==> src/rtl/tower_pkg.sv <==
// Shared types and the tower cost table for the build controller.
package tower_pkg;

  typedef enum logic [2:0] {
    ST_IDLE,
    ST_CHECK,
    ST_ISSUE,
    ST_RELEASE,
    ST_REJECT
  } ctrl_state_t;

  typedef enum logic [1:0] {
    RESP_OK       = 2'd0,
    RESP_SLOT     = 2'd1,
    RESP_BAD_TYPE = 2'd2,
    RESP_NO_GOLD  = 2'd3
  } resp_code_t;

  localparam int unsigned COST_W = 10;

  // Build cost per tower type; 0 marks an invalid type.
  localparam logic [COST_W-1:0] TOWER_COST [8] = '{
    10'd0, 10'd100, 10'd120, 10'd160, 10'd220, 10'd0, 10'd0, 10'd0
  };

  function automatic logic [COST_W-1:0] tower_cost(input logic [2:0] tower_type);
    return TOWER_COST[tower_type];
  endfunction

endpackage

==> src/rtl/tower_build_ctrl_gold_ledger.sv <==
// Saturating gold accumulator: credit (kill rewards), refund (sell) and debit (build).
module gold_ledger
  import tower_pkg::*;
#(
  parameter int unsigned GOLD_W    = 12,
  parameter int unsigned GOLD_INIT = 200,
  parameter int unsigned GOLD_MAX  = 4095
) (
  input  logic              Clk,
  input  logic              Reset,
  input  logic [7:0]        credit,
  input  logic [COST_W-1:0] refund,
  input  logic [COST_W-1:0] debit,
  output logic [GOLD_W-1:0] gold
);

  localparam int unsigned SUM_W = GOLD_W + 2;

  logic [GOLD_W-1:0] gold_q;
  logic [GOLD_W-1:0] gold_d;
  logic [SUM_W-1:0]  sum;

  // Next balance: two guard bits keep the sum exact before clamping to the ceiling.
  always_comb begin
    sum = SUM_W'(gold_q) + SUM_W'(credit) + SUM_W'(refund) - SUM_W'(debit);
    if (sum > SUM_W'(GOLD_MAX)) begin
      gold_d = GOLD_W'(GOLD_MAX);
    end else begin
      gold_d = sum[GOLD_W-1:0];
    end
  end

  // Balance register.
  always_ff @(posedge Clk or posedge Reset) begin
    if (Reset) begin
      gold_q <= GOLD_W'(GOLD_INIT);
    end else begin
      gold_q <= gold_d;
    end
  end

  assign gold = gold_q;

endmodule

==> src/rtl/tower_build_ctrl.sv <==
// Build/sell command sequencer: validates one request at a time, drives the tower
// array strobe, and keeps slot occupancy and the gold balance.
module tower_build_ctrl
  import tower_pkg::*;
#(
  parameter int unsigned GOLD_W    = 12,
  parameter int unsigned GOLD_INIT = 200,
  parameter int unsigned GOLD_MAX  = 4095
) (
  input  logic              Clk,
  input  logic              Reset,
  input  logic              req_valid,
  output logic              req_ready,
  input  logic              req_sell,
  input  logic [2:0]        req_loc,
  input  logic [2:0]        req_type,
  input  logic              reward_valid,
  input  logic [7:0]        reward_amt,
  output logic              command_tw,
  output logic              build,
  output logic              sell,
  output logic [2:0]        build_location,
  output logic [2:0]        build_type,
  output logic [7:0]        occupied,
  output logic [GOLD_W-1:0] gold,
  output logic              resp_valid,
  output logic              resp_ok,
  output logic [1:0]        resp_code
);

  ctrl_state_t state_q, state_d;

  logic       sell_lq, sell_ld;
  logic [2:0] loc_lq, loc_ld;
  logic [2:0] type_lq, type_ld;

  logic [7:0] occupied_q, occupied_d;
  logic [2:0] slot_type_q [8];
  logic [2:0] slot_type_d [8];

  logic       command_tw_q, command_tw_d;
  logic       build_q, build_d;
  logic       sell_q, sell_d;
  logic [2:0] build_location_q, build_location_d;
  logic [2:0] build_type_q, build_type_d;
  logic       resp_valid_q, resp_valid_d;
  logic       resp_ok_q, resp_ok_d;
  resp_code_t resp_code_q, resp_code_d;

  logic              chk_pass;
  resp_code_t        chk_code;
  logic [COST_W-1:0] debit;
  logic [COST_W-1:0] refund;
  logic [7:0]        credit;

  assign credit = reward_valid ? reward_amt : '0;

  gold_ledger #(
    .GOLD_W   (GOLD_W),
    .GOLD_INIT(GOLD_INIT),
    .GOLD_MAX (GOLD_MAX)
  ) u_gold_ledger (
    .Clk   (Clk),
    .Reset (Reset),
    .credit(credit),
    .refund(refund),
    .debit (debit),
    .gold  (gold)
  );

  // Validate the latched request against type, occupancy and balance, in priority order.
  always_comb begin
    chk_code = RESP_OK;
    if (sell_lq) begin
      if (!occupied_q[loc_lq]) chk_code = RESP_SLOT;
    end else if (type_lq < 3'd1 || type_lq > 3'd4) begin
      chk_code = RESP_BAD_TYPE;
    end else if (occupied_q[loc_lq]) begin
      chk_code = RESP_SLOT;
    end else if ((GOLD_W + 2)'(gold) < (GOLD_W + 2)'(tower_cost(type_lq))) begin
      chk_code = RESP_NO_GOLD;
    end
    chk_pass = (chk_code == RESP_OK);
  end

  // Next state, slot record and ledger deltas; output flops load from the state being entered.
  always_comb begin
    state_d          = state_q;
    sell_ld          = sell_lq;
    loc_ld           = loc_lq;
    type_ld          = type_lq;
    occupied_d       = occupied_q;
    slot_type_d      = slot_type_q;
    command_tw_d     = 1'b0;
    build_d          = 1'b0;
    sell_d           = 1'b0;
    build_location_d = build_location_q;
    build_type_d     = build_type_q;
    resp_valid_d     = 1'b0;
    resp_ok_d        = 1'b0;
    resp_code_d      = resp_code_q;
    debit            = '0;
    refund           = '0;
    case (state_q)
      ST_IDLE: begin
        if (req_valid) begin
          sell_ld = req_sell;
          loc_ld  = req_loc;
          type_ld = req_type;
          state_d = ST_CHECK;
        end
      end
      ST_CHECK: begin
        if (chk_pass) begin
          state_d          = ST_ISSUE;
          command_tw_d     = 1'b1;
          build_d          = !sell_lq;
          sell_d           = sell_lq;
          build_location_d = loc_lq;
          build_type_d     = sell_lq ? slot_type_q[loc_lq] : type_lq;
        end else begin
          state_d      = ST_REJECT;
          resp_valid_d = 1'b1;
          resp_code_d  = chk_code;
        end
      end
      ST_ISSUE: begin
        if (sell_lq) begin
          refund                 = tower_cost(slot_type_q[loc_lq]) >> 1;
          occupied_d[loc_lq]     = 1'b0;
          slot_type_d[loc_lq]    = '0;
        end else begin
          debit                  = tower_cost(type_lq);
          occupied_d[loc_lq]     = 1'b1;
          slot_type_d[loc_lq]    = type_lq;
        end
        state_d      = ST_RELEASE;
        resp_valid_d = 1'b1;
        resp_ok_d    = 1'b1;
        resp_code_d  = RESP_OK;
      end
      ST_RELEASE: state_d = ST_IDLE;
      ST_REJECT:  state_d = ST_IDLE;
      default:    state_d = ST_IDLE;
    endcase
  end

  // State, request latch, slot record and registered outputs.
  always_ff @(posedge Clk or posedge Reset) begin
    if (Reset) begin
      state_q          <= ST_IDLE;
      sell_lq          <= 1'b0;
      loc_lq           <= '0;
      type_lq          <= '0;
      occupied_q       <= '0;
      slot_type_q      <= '{default: '0};
      command_tw_q     <= 1'b0;
      build_q          <= 1'b0;
      sell_q           <= 1'b0;
      build_location_q <= '0;
      build_type_q     <= '0;
      resp_valid_q     <= 1'b0;
      resp_ok_q        <= 1'b0;
      resp_code_q      <= RESP_OK;
    end else begin
      state_q          <= state_d;
      sell_lq          <= sell_ld;
      loc_lq           <= loc_ld;
      type_lq          <= type_ld;
      occupied_q       <= occupied_d;
      slot_type_q      <= slot_type_d;
      command_tw_q     <= command_tw_d;
      build_q          <= build_d;
      sell_q           <= sell_d;
      build_location_q <= build_location_d;
      build_type_q     <= build_type_d;
      resp_valid_q     <= resp_valid_d;
      resp_ok_q        <= resp_ok_d;
      resp_code_q      <= resp_code_d;
    end
  end

  assign req_ready      = (state_q == ST_IDLE);
  assign command_tw     = command_tw_q;
  assign build          = build_q;
  assign sell           = sell_q;
  assign build_location = build_location_q;
  assign build_type     = build_type_q;
  assign occupied       = occupied_q;
  assign resp_valid     = resp_valid_q;
  assign resp_ok        = resp_ok_q;
  assign resp_code      = resp_code_q;

endmodule
==> config.mk <==
export PLATFORM = sky130hd
export DESIGN_NAME = tower_build_ctrl
export DESIGN_NICKNAME = d
export VERILOG_FILES = /design/src/rtl/tower_pkg.sv /design/src/rtl/tower_build_ctrl_gold_ledger.sv /design/src/rtl/tower_build_ctrl.sv
export SDC_FILE = /design/constraint.sdc
export NUM_CORES = 1
export LEC_CHECK = 0
export BUFFER_PORTS_ARGS = -buffer_cell sky130_fd_sc_hd__buf_2
export CAP_MARGIN = 15
export CELL_PAD_IN_SITES_DETAIL_PLACEMENT = 2
export CELL_PAD_IN_SITES_GLOBAL_PLACEMENT = 2
export CORE_ASPECT_RATIO = 1.25
export CORE_MARGIN = 5
export CORE_UTILIZATION = 40
export CTS_BUF_LIST = sky130_fd_sc_hd__clkbuf_16
export CTS_CLUSTER_DIAMETER = 30
export DETAILED_ROUTE_END_ITERATION = 12
export GPL_ROUTABILITY_DRIVEN = 0
export PLACE_DENSITY = 0.93
export SYNTH_ARGS = -nofsm -noshare
export SYNTH_HDL_FRONTEND = slang
export SYNTH_HIERARCHICAL = 1
export SYNTH_SLANG_ARGS = --single-unit
==> constraint.sdc <==
create_clock -name Clk -period 7.5 [get_ports Clk]
set_input_delay 1.125 -clock Clk [delete_from_list [all_inputs] [get_ports Clk]]
set_output_delay 1.125 -clock Clk [all_outputs]
set_load 0.01 [all_outputs]
==> results.py <==
metrics = {
    "outcome": {
        "outcome": "finished, final reports clean",
    },
    "synth": {
        "synthCells": 504,
        "synthArstFlopShare": 1.00,
        "synth_area_leader_cell": "dfrtp_1",
        "synth_cell_type_count": 62,
        "synth_seq_cells": 67,
        "synth_flop_cell": "dfrtp_1",
        "syn_area_per_cell_sq_um": 9.41,
        "synth_edf_count": 0,
        "yosysSeqAreaShare": 0.354,
        "ys_top_cells_by_area": "dfrtp_1 (34%), ha_1 (9.8%), o21ai_0 (4.8%)",
        "netlist_area_sq_um": 4740,
        "synth_top_area_frac": 0.338,
        "yosys_warnings": 6,
    },
    "hold_path": {
        "hold_class": "register to register",
    },
    "die": {
        "die_w_um": 107,
        "fp.dieH_um": 132,
        "initial_core_util": 0.408,
        "boundaryPins": 53,
        "dieArea_sq_um": 14100,
        "num_rows": 44,
        "core_area_sq_um": 11600,
    },
    "placed_design": {
        "port_buffers": 52,
        "place_area_sq_um": 5140,
        "place_ws_ps": 1900,
        "hpwlAfterDp_um": 12200,
    },
    "power": {
        "p_total_w": 0.00300,
        "max-vdd-ir-drop_mv": 0.371,
        "powerDensity_nw_per_um2": 548,
        "power_leakage_nw": 2.48,
    },
    "clocking": {
        "clock_latency_ps": 340,
        "post_cts_buffers": 0,
        "clk_pin_slew_ps": 70,
        "cts_resized": 0,
        "cts.sinks": 67,
        "h-tree-depth": 3,
        "cts_tree": "built",
        "cts_root_buffer": "clkbuf_16",
        "cts_buffers": 9,
        "cts_hold_buffers": 0,
        "clock_path_buffers": 2,
    },
    "sta": {
        "rsz0062_at_grt": "no",
        "skew_ps": 12.3,
        "maxSlewHeadroom": 0.352,
        "tns_ps": 0,
        "maxSlewViolCount": 0,
        "worst_pin_slew_ps": 971,
        "max_freq_ghz": 0.177,
        "period_share": 0.754,
        "period_needed_ps": 5650,
        "setup_violations": 0,
        "setup_ws_ps": 1850,
        "hold_viol_final": 0,
    },
    "cells_and_area": {
        "fill_cells": 1251,
        "syn2layout_area_growth_pct": 15.3,
        "n_antenna_cell": 0,
        "fin_nets": 624,
        "register_area_sq_um": 1680,
        "final_area_sq_um": 5470,
        "multiInputGateArea_sq_um": 2830,
        "drive_gt1_frac": 0.206,
    },
    "routing": {
        "vias": 4073,
        "drtPass1Iterations": 4,
        "drt_wl_total_um": 17300,
        "drc": 0,
        "drt_iter0_drc": 138,
        "ant_nets": 0,
        "detail_route.wl_per_cell_um": 24.0,
        "viasPerCell": 5.63,
    },
    "critical_path": {
        "worstPathArrival_ps": 5820,
        "path_class": "register to register",
        "critPathCaptureType": "register",
        "worstPathRequired_ps": 7660,
        "startpoint_type": "register",
        "crit_fanout": 22,
    },
    "global_route": {
        "antenna_found_initial": 0,
        "grt_pass1_vias": 4782,
        "grt_util_all_layers": 0.254,
        "grt_pass1_wl_um": 27300,
        "grt_max_degree": 56,
        "gr-total-overflow": 0,
    },
    "flow_run": {
        "drv_cap": 0,
    },
}
-- cell usage in the layout (no fill, tap or decap), types with 4 or more instances in the layout --
master | Yosys | layout
a21oi_1 | 26 | 26
a22oi_1 | 5 | 5
a31oi_1 | 5 | 5
and2_1 | 12 | 12
buf_2 | 2 | 52
clkbuf_16 | 0 | 9
conb_1 | 1 | 8
dfrtp_1 | 64 | 64
fa_1 | 11 | 11
ha_1 | 37 | 37
inv_1 | 44 | 43
mux2_2 | 15 | 15
mux2i_1 | 10 | 10
nand2_1 | 58 | 58
nand2b_1 | 7 | 7
nand3_1 | 7 | 7
nand3_2 | 9 | 9
nor2_1 | 29 | 29
nor2b_1 | 8 | 8
nor3_1 | 10 | 10
o211ai_1 | 4 | 4
o21a_1 | 4 | 4
o21ai_0 | 45 | 45
or3_1 | 5 | 5
xnor2_1 | 6 | 6
xor2_1 | 15 | 15
-- where the power goes --
part	total, W	switching [W]	internal (W)
registers	0.000698	0.000199	0.000500
logic	0.00183	0.00114	0.000686
clock network	0.000472	0.000178	0.000293
total	0.00300	0.00152	0.00148
-- routing by layer --
| layer | vias up | share of wire | track usage |
|---|---|---|---|
| met5 | - | 0 | 0 |
| met4 | 0 | 0.049 | 0.148 |
| met3 | 57 | 0.035 | 0.0402 |
| met2 | 119 | 0.56 | 0.470 |
| met1 | 2064 | 0.36 | 0.266 |
| li1 | 1833 | - | - |
-- metrics by stage --
step / cells / utilization / hold slack [ps]
6_report: 723 / 0.471 / 491
5_1_grt: 723 / 0.471 / 509
4_1_cts: 723 / 0.471 / 490
3_5_place_dp: 707 / 0.443 / 472
3_3_place_gp: 707 / 0.443 / 461
2_1_floorplan: 511 / - / 444
-- synth_stat cells (3+ instances only) --
library cell and n:
a211oi_1 3, a21oi_1 26, a22oi_1 5, a31oi_1 5, and2_1 12, and3_1 3
buf_6 3, clkbuf_1 13, dfrtp_1 64, dfstp_2 3, fa_1 11, ha_1 37
inv_1 44, mux2_2 15, mux2i_1 10, nand2_1 58, nand2b_1 7, nand3_1 7
nand3_2 9, nand3b_1 3, nor2_1 29, nor2b_1 8, nor3_1 10, o2111a_1 3
o211ai_1 4, o21a_1 4, o21ai_0 45, or3_1 5, xnor2_1 6, xor2_1 15
-- final timing paths --
check	from	to	slack [ps]	cells after the start
max reg2reg	loc_lq[0]	u_gold_ledger/gold[11]	1850	17
min	slot_type_q[18]	slot_type_q[18]	490	2
max in group asynchronous	Reset	state_q[0]	6030	3
min reg2reg	slot_type_q[18]	slot_type_q[18]	490	2
min in group asynchronous	Reset	u_gold_ledger/gold[4]	820	2
max	loc_lq[0]	u_gold_ledger/gold[11]	1850	17
-- critical path: stages, from the launching register on --
cell and delay (ps):
dfrtp_1 850, mux2_2 420, a22oi_1 190, o21ai_0 280, inv_1 210, ha_1 170
nand2b_1 120, a21oi_1 220, inv_1 110, fa_1 530, inv_1 70, ha_1 400
and3_4 240, a2111oi_4 420, o21ai_2 180, a31oi_4 220, xor2_2 620, nand3_2 190
-- layout make-up --
type	instances	area share
clock buffers	9	0.0412
clock inverters	7	0.0181
inverters	45	0.0309
multi-input cells	381	0.517
flip-flops and latches	67	0.307
well taps	161	0.0368
repair buffers	53	0.0490
-- logic make-up (layout without fill, tap and decap cells) --
family          after synthesis  count (layout)  share of synthesized area
xor+xnor                     22              22                     0.0422
fa+ha+maj                    48              48                      0.144
other cells                   1               8                   0.000791
flops                        67              67                      0.354
mux                          29              29                     0.0718
simple gates                164             164                      0.183
buf+inv                      63             114                     0.0552
compound gates              110             110                      0.149
Power figures use the tool's default switching activity.
